**src/rtl/decode_stage_p.sv**
```systemverilog
// decode_stage_p: MIPS decode stage between the F/D register and the E stage.
//   Holds the register file (write-through bypass), forwards from E/M and M/W,
//   resolves branches/jumps in D (with branch-likely nullification), detects
//   load-use / not-ready hazards, and drives the D/E pipeline register.
// Ports:
//   Clk, Reset                  clock, async active-high reset
//   instr_F, pc4_F, valid_F     instruction from F/D
//   stall_in, flush_D           external stall / squash of the D instruction
//   we_W, wa_W, wd_W            register file write port
//   fa_E/fd_E/fr_E              E/M forwarding address, data, ready
//   fa_M/fd_M/fr_M              M/W forwarding address, data, ready
//   stall_D, redirect, npc      hazard hold and fetch redirect
//   nullify_F                   squash the delay slot in F
//   IR_E..valid_E               D/E register outputs
//   stall_cnt                   saturating count of stall cycles
module decode_stage_p #(
  parameter int XLEN = 32,
  parameter int NREG = 32,
  parameter int AW   = 5,
  parameter logic [XLEN-1:0] RESET_PC4 = 32'h0000_3004,
  parameter int CNTW = 16
) (
  input  logic            Clk,
  input  logic            Reset,
  input  logic [31:0]     instr_F,
  input  logic [XLEN-1:0] pc4_F,
  input  logic            valid_F,
  input  logic            stall_in,
  input  logic            flush_D,
  input  logic            we_W,
  input  logic [AW-1:0]   wa_W,
  input  logic [XLEN-1:0] wd_W,
  input  logic [AW-1:0]   fa_E,
  input  logic [XLEN-1:0] fd_E,
  input  logic            fr_E,
  input  logic [AW-1:0]   fa_M,
  input  logic [XLEN-1:0] fd_M,
  input  logic            fr_M,
  output logic            stall_D,
  output logic            redirect,
  output logic [XLEN-1:0] npc,
  output logic            nullify_F,
  output logic [31:0]     IR_E,
  output logic [XLEN-1:0] PC4_E,
  output logic [XLEN-1:0] RD1_E,
  output logic [XLEN-1:0] RD2_E,
  output logic [XLEN-1:0] IMM_E,
  output logic            valid_E,
  output logic [CNTW-1:0] stall_cnt
);

  localparam logic [5:0] OP_RTYPE = 6'h00, OP_J    = 6'h02, OP_JAL  = 6'h03;
  localparam logic [5:0] OP_BEQ   = 6'h04, OP_BNE  = 6'h05, OP_BLEZ = 6'h06;
  localparam logic [5:0] OP_BGTZ  = 6'h07, OP_ADDIU = 6'h09, OP_LUI = 6'h0F;
  localparam logic [5:0] OP_BEQL  = 6'h14, OP_BNEL = 6'h15, OP_LW   = 6'h23;
  localparam logic [5:0] OP_SW    = 6'h2B, FN_JR   = 6'h08;

  logic [XLEN-1:0] regs_q [NREG];
  logic [31:0]     ir_e_q;
  logic [XLEN-1:0] pc4_e_q, rd1_e_q, rd2_e_q, imm_e_q;
  logic            valid_e_q;
  logic [CNTW-1:0] stall_cnt_q, stall_cnt_d;

  logic [5:0]      op, fn;
  logic [15:0]     imm16;
  logic [AW-1:0]   rs_a, rt_a;
  logic            is_j, is_jal, is_jr, is_eq, is_ne, is_blez, is_bgtz;
  logic            is_branch, is_likely, use_rs, use_rt, hz_rs, hz_rt, hz;
  logic            eq, cond, go;
  logic [XLEN-1:0] rf_rs, rf_rt, rs_val, rt_val, imm_sext, imm_ext;
  logic [XLEN-1:0] br_target, j_target;

  assign op    = instr_F[31:26];
  assign fn    = instr_F[5:0];
  assign imm16 = instr_F[15:0];
  assign rs_a  = instr_F[21 +: AW];
  assign rt_a  = instr_F[16 +: AW];

  assign is_j      = (op == OP_J);
  assign is_jal    = (op == OP_JAL);
  assign is_jr     = (op == OP_RTYPE) && (fn == FN_JR);
  assign is_eq     = (op == OP_BEQ) || (op == OP_BEQL);
  assign is_ne     = (op == OP_BNE) || (op == OP_BNEL);
  assign is_blez   = (op == OP_BLEZ);
  assign is_bgtz   = (op == OP_BGTZ);
  assign is_branch = is_eq || is_ne || is_blez || is_bgtz;
  assign is_likely = (op == OP_BEQL) || (op == OP_BNEL);

  // lui carries no rs; stores and loads live in the op[5] half of the map.
  assign use_rs = is_branch || is_jr || ((op[5:3] == 3'b001) && (op != OP_LUI)) || op[5];
  assign use_rt = is_eq || is_ne || (op == OP_SW);

  // Write-through: a same-cycle W write is visible to the D read.
  assign rf_rs = (we_W && (wa_W == rs_a)) ? wd_W : regs_q[rs_a];
  assign rf_rt = (we_W && (wa_W == rt_a)) ? wd_W : regs_q[rt_a];

  always_comb begin
    if (rs_a == '0)        rs_val = '0;
    else if (rs_a == fa_E) rs_val = fd_E;
    else if (rs_a == fa_M) rs_val = fd_M;
    else                   rs_val = rf_rs;
    if (rt_a == '0)        rt_val = '0;
    else if (rt_a == fa_E) rt_val = fd_E;
    else if (rt_a == fa_M) rt_val = fd_M;
    else                   rt_val = rf_rt;
  end

  assign hz_rs = use_rs && (rs_a != '0) &&
                 (((rs_a == fa_E) && !fr_E) || ((rs_a == fa_M) && !fr_M));
  assign hz_rt = use_rt && (rt_a != '0) &&
                 (((rt_a == fa_E) && !fr_E) || ((rt_a == fa_M) && !fr_M));
  assign hz      = valid_F && (hz_rs || hz_rt);
  assign stall_D = valid_F && (hz || stall_in);

  assign imm_sext = XLEN'($signed(imm16));

  always_comb begin
    if (is_jal)
      imm_ext = pc4_F + XLEN'(4);
    else if (op == OP_LUI)
      imm_ext = XLEN'({imm16, 16'h0000});
    else if (is_branch || (op == OP_ADDIU) || (op == OP_LW) || (op == OP_SW))
      imm_ext = imm_sext;
    else
      imm_ext = XLEN'(imm16);
  end

  assign eq   = (rs_val == rt_val);
  assign cond = (is_eq && eq) || (is_ne && !eq) ||
                (is_blez && (rs_val[XLEN-1] || (rs_val == '0))) ||
                (is_bgtz && !rs_val[XLEN-1] && (rs_val != '0));

  assign br_target = pc4_F + (imm_sext << 2);
  assign j_target  = {pc4_F[XLEN-1:28], instr_F[25:0], 2'b00};

  assign go        = valid_F && !stall_D && !flush_D;
  assign redirect  = go && (is_j || is_jal || is_jr || cond);
  assign nullify_F = go && is_likely && !cond;

  always_comb begin
    if (!redirect)            npc = '0;
    else if (is_jr)           npc = rs_val;
    else if (is_j || is_jal)  npc = j_target;
    else                      npc = br_target;
  end

  assign stall_cnt_d = (stall_D && (stall_cnt_q != '1)) ? stall_cnt_q + 1'b1 : stall_cnt_q;

  always_ff @(posedge Clk or posedge Reset) begin
    if (Reset) begin
      for (int i = 0; i < NREG; i++) regs_q[i] <= '0;
    end else if (we_W && (wa_W != '0)) begin
      regs_q[wa_W] <= wd_W;
    end
  end

  // Flush wins over stall; both insert a bubble while PC4_E holds.
  always_ff @(posedge Clk or posedge Reset) begin
    if (Reset) begin
      ir_e_q      <= '0;
      pc4_e_q     <= RESET_PC4;
      rd1_e_q     <= '0;
      rd2_e_q     <= '0;
      imm_e_q     <= '0;
      valid_e_q   <= 1'b0;
      stall_cnt_q <= '0;
    end else begin
      stall_cnt_q <= stall_cnt_d;
      if (flush_D || stall_D) begin
        ir_e_q    <= '0;
        rd1_e_q   <= '0;
        rd2_e_q   <= '0;
        imm_e_q   <= '0;
        valid_e_q <= 1'b0;
      end else begin
        ir_e_q    <= instr_F;
        pc4_e_q   <= pc4_F;
        rd1_e_q   <= rs_val;
        rd2_e_q   <= rt_val;
        imm_e_q   <= imm_ext;
        valid_e_q <= valid_F;
      end
    end
  end

  assign IR_E      = ir_e_q;
  assign PC4_E     = pc4_e_q;
  assign RD1_E     = rd1_e_q;
  assign RD2_E     = rd2_e_q;
  assign IMM_E     = imm_e_q;
  assign valid_E   = valid_e_q;
  assign stall_cnt = stall_cnt_q;

endmodule
```
**config.mk**
```make
export PLATFORM = sky130hd
export DESIGN_NAME = decode_stage_p
export DESIGN_NICKNAME = d
export VERILOG_FILES = /design/src/rtl/decode_stage_p.sv
export SDC_FILE = /design/constraint.sdc
export NUM_CORES = 2
export LEC_CHECK = 0
export BUFFER_PORTS_ARGS = -buffer_cell sky130_fd_sc_hd__buf_2
export CORE_MARGIN = 4
export CORE_UTILIZATION = 53
export CTS_BUF_LIST = sky130_fd_sc_hd__clkbuf_4 sky130_fd_sc_hd__clkbuf_8 sky130_fd_sc_hd__clkbuf_16
export CTS_CLUSTER_DIAMETER = 100
export DETAILED_ROUTE_END_ITERATION = 6
export PLACE_DENSITY = 0.71
export SLEW_MARGIN = 25
export SYNTH_ARGS = -nofsm -noshare
export SYNTH_HDL_FRONTEND = slang
export SYNTH_SLANG_ARGS = --single-unit
```
**constraint.sdc**
```tcl
create_clock -name Clk -period 53 [get_ports Clk]
set_input_delay 13.25 -clock Clk [delete_from_list [all_inputs] [get_ports Clk]]
set_output_delay 13.25 -clock Clk [all_outputs]
set_load 0.05 [all_outputs]
```
==> results.md <==
* Syn Std Cell Area at 0.0658 mm²
* Die height at 360 µm
* GRT Total Usage at 0.382
* GRT Residual Overflow at 0
* DR vias at 50400
* First-pass GRT wire length at 361000 µm
* Syn_nets at 5244
* CP Capture Type: output pin
* Setup Crit Path Kind: in2out
* Post-synth EDFFs at 0
* Starting Density at 0.533
* Final setup vio count at 0
* Clock Latency Late Sink at 0.79 ns
* Reg2reg path depth at 6
* CTS tree: built
* Post-synth top flop: dfrtp_1
* Core area at 0.123 mm²
* Max-slew violation count at 0
* Final Net Count at 5389
* Clk_skew at 0.0397 ns
* Post CTS Setup Buffer Count at 0
* CTS Root Cell: clkbuf_16
* Worst min path class: reg2reg
* Synthesized area per cell at 13.1 µm²
* Pleak at 32.8 nW
* First-pass DRT Iterations at 7
* Outcome: complete, but fails checks
* RSZ-0062 raised after global routing: false
* Async S/R FF share, synth at 1.00
* Final worst slack at 19.41 ns
* Total negative slack at 0 ns
* Die area at 0.130 mm²
* Final Hold Fails at 0
* Clk slew on worst S/H paths at 0.06 ns
* Sequential share of the synthesized area at 0.457
* Final ANT Viol Nets at 0
* I/O pin count at 395
* Area delta synth->final at 11.5%
* CTS buffer count at 131
* Min Tclk post-route at 33.59 ns
* Max Buffers Root-to-Sink at 3
* Failing checks: DRC
* Worst Path Required at 39.75 ns
* Final HPWL DP at 159000 µm
* Drt wl/cell at 36.3 µm
* CTS Hold Bufs at 0
* Placement Rows at 129
* CP Launch Point: instr_F[22]
* CTS H-tree lvls at 4
* Synth warnings at 0
* Vias per Instance at 7.25
* Post-cts sizing count at 0
* Reg2Reg Setup Slack at 50.26 ns
* Cell Pwr Density at 38.2 mW/mm²
* Final Cycle Share at 0.634
* Worst slew pin tran at 1.25 ns
* Pre-CTS setup slack at 19.33 ns
* Max-slew headroom at 0.164
* Number of global-route vias before repair at 49100
* WL final at 252000 µm
* Fmax at 29.8 MHz
* Crit path max fanout at 60
* Initial antenna violation count at 32
* VDD IR max at 0.0367 mV
* Largest net degree at the start of global routing at 167
* Unique masters post-synth at 84
* Layout cells sized above 1 at 0.430
* Worst Setup EP: npc[11]
* Remaining DRCs at 10
* Flops & latches, synth at 1201
* Clock sink count at 1201
* # port buffers at 394
* MaxCap Viol Count at 0
* Die span in x at 360 µm
* Worst Path Arrival at 20.34 ns
* 1st-iter DRT viols at 7154
* Critical Path Source Type: input pin
* RR Endpoint: RD2_E[3]$_DFF_PP0_
* # fillers at 9695
* Final GP Congestion at 0.960
* Worst reg2reg startpoint: regs_q[771]$_DFFE_PP0P_
* Cells after Synth at 5029
[worst max-delay path, stage by stage]
cell	delay [ns]
buf_8	0.42
buf_4	0.73
buf_4	0.67
buf_4	0.82
mux4_1	0.66
o22ai_1	0.19
or4_1	0.34
a211oi_1	0.12
buf_4	0.18
or3_1	0.30
or4_1	0.52
o31ai_2	0.36
xor2_1	0.11
a211o_2	0.37
o21ai_4	0.53
buf_16	0.25
a211oi_2	0.07
buf_2	0.26
[per-layer routing]
metal / track usage / wire (µm) / vias up
met1: 0.485 / 90100 / 25900
met3: 0.140 / 33100 / 1029
met2: 0.552 / 109000 / 4011
li1: - / - / 19400
met4: 0.253 / 19900 / 18
met5: 0.00835 / 244 / -
[cell families (layout without fill, tap and decap cells)]
logic type / after synthesis / after routing / share of synthesized area
AND/OR/NAND/NOR: 758 / 758 / 0.0559
multiplexers: 1663 / 1663 / 0.348
buffers and inverters: 520 / 770 / 0.0372
flip-flops: 1201 / 1201 / 0.457
AO/OA/AOI/OAI: 722 / 722 / 0.0783
XOR/XNOR: 133 / 133 / 0.0177
adder cells (fa/ha/maj): 32 / 32 / 0.00620
other: 0 / 25 / 0
[stage by stage]
step	util	hold WS, ns	cell area (µm²)	instances	total power, mW
final	0.594	0.396	73400	6941	2.81
after floorplan	-	0.438	65800	5029	1.63
after CTS	0.593	0.397	73300	6916	2.79
after global placement	0.556	0.377	68600	6676	1.81
after global routing	0.594	0.407	73300	6931	2.89
after detailed placement	0.557	0.384	68700	6678	1.83
[layout by cell type (no fill, tap or decap), drive strengths merged, types with 26 or more instances in the layout]
| master | synthesis | layout |
|---|---|---|
| a211oi | 45 | 45 |
| a21oi | 120 | 120 |
| a221oi | 44 | 44 |
| a22oi | 131 | 131 |
| and2 | 51 | 51 |
| buf | 197 | 513 |
| clkbuf | 305 | 194 |
| clkinv | 1 | 26 |
| dfrtp | 1198 | 1198 |
| ha | 31 | 31 |
| mux2 | 1023 | 1023 |
| mux2i | 245 | 245 |
| mux4 | 395 | 395 |
| nand2 | 258 | 258 |
| nand3 | 62 | 62 |
| nand4 | 27 | 27 |
| nor2 | 181 | 181 |
| nor3 | 35 | 35 |
| o21ai | 85 | 85 |
| o221ai | 33 | 33 |
| o22ai | 85 | 85 |
| xnor2 | 78 | 78 |
| xor2 | 55 | 55 |
[layout make-up]
type	count	area, µm²	share of cell area
Inverter	18	75.1	0.00102
Clock inverter	45	522	0.00711
Clock buffer	193	4030	0.0549
Antenna cell	25	62.6	0.000853
Multi-Input combinational cell	3308	33600	0.458
Sequential cell	1201	30100	0.410
Tap cell	1637	2050	0.0279
Timing Repair Buffer	514	2990	0.0408
[flip-flops by register name, summed over array words and instances (netlist names)]
register   count
stall_cnt     16
IR_E          32
PC4_E         32
IMM_E         32
valid_E        1
regs_q      1024
RD2_E         32
RD1_E         32
[where the power goes]
| group | internal [mW] | switching (mW) | total [mW] |
|---|---|---|---|
| clock network | 0.569 | 0.398 | 0.967 |
| logic | 0.303 | 0.332 | 0.635 |
| registers | 1.08 | 0.125 | 1.20 |
| total | 1.95 | 0.856 | 2.81 |
[Yosys cell counts (23+ instances only)]
cell | n | area [µm²]
ha_1 | 31 | 388
or4_1 | 25 | 188
dfrtp_1 | 1198 | 30000
xor2_1 | 55 | 482
clkbuf_1 | 304 | 1140
a221oi_1 | 44 | 385
nand2_1 | 258 | 968
a211oi_1 | 28 | 210
buf_2 | 73 | 365
nand3_1 | 62 | 310
o21ai_0 | 84 | 420
xnor2_1 | 78 | 683
and2_1 | 51 | 319
mux2_2 | 1023 | 11500
mux2i_1 | 245 | 2450
mux4_2 | 387 | 8720
o221ai_1 | 33 | 289
nor3_1 | 32 | 160
a22oi_1 | 131 | 983
nor2_1 | 181 | 679
a21oi_1 | 119 | 596
buf_1 | 73 | 274
nand4_1 | 27 | 169
o22ai_1 | 85 | 532
a21o_1 | 23 | 173
[worst min path at each step]
stage / startpoint / endpoint / slack, ns / cells after the start
after floorplan: regs_q[1007]$_DFFE_PP0P_ / regs_q[1007]$_DFFE_PP0P_ / 0.44 / 1
final: regs_q[1015]$_DFFE_PP0P_ / regs_q[1015]$_DFFE_PP0P_ / 0.40 / 0
after global routing: regs_q[998]$_DFFE_PP0P_ / regs_q[998]$_DFFE_PP0P_ / 0.41 / 0
after detailed placement: regs_q[993]$_DFFE_PP0P_ / regs_q[993]$_DFFE_PP0P_ / 0.38 / 0
after CTS: regs_q[993]$_DFFE_PP0P_ / regs_q[993]$_DFFE_PP0P_ / 0.40 / 0
after global placement: regs_q[997]$_DFFE_PP0P_ / regs_q[997]$_DFFE_PP0P_ / 0.38 / 0
No activity file was read; power rests on OpenSTA's default activity.
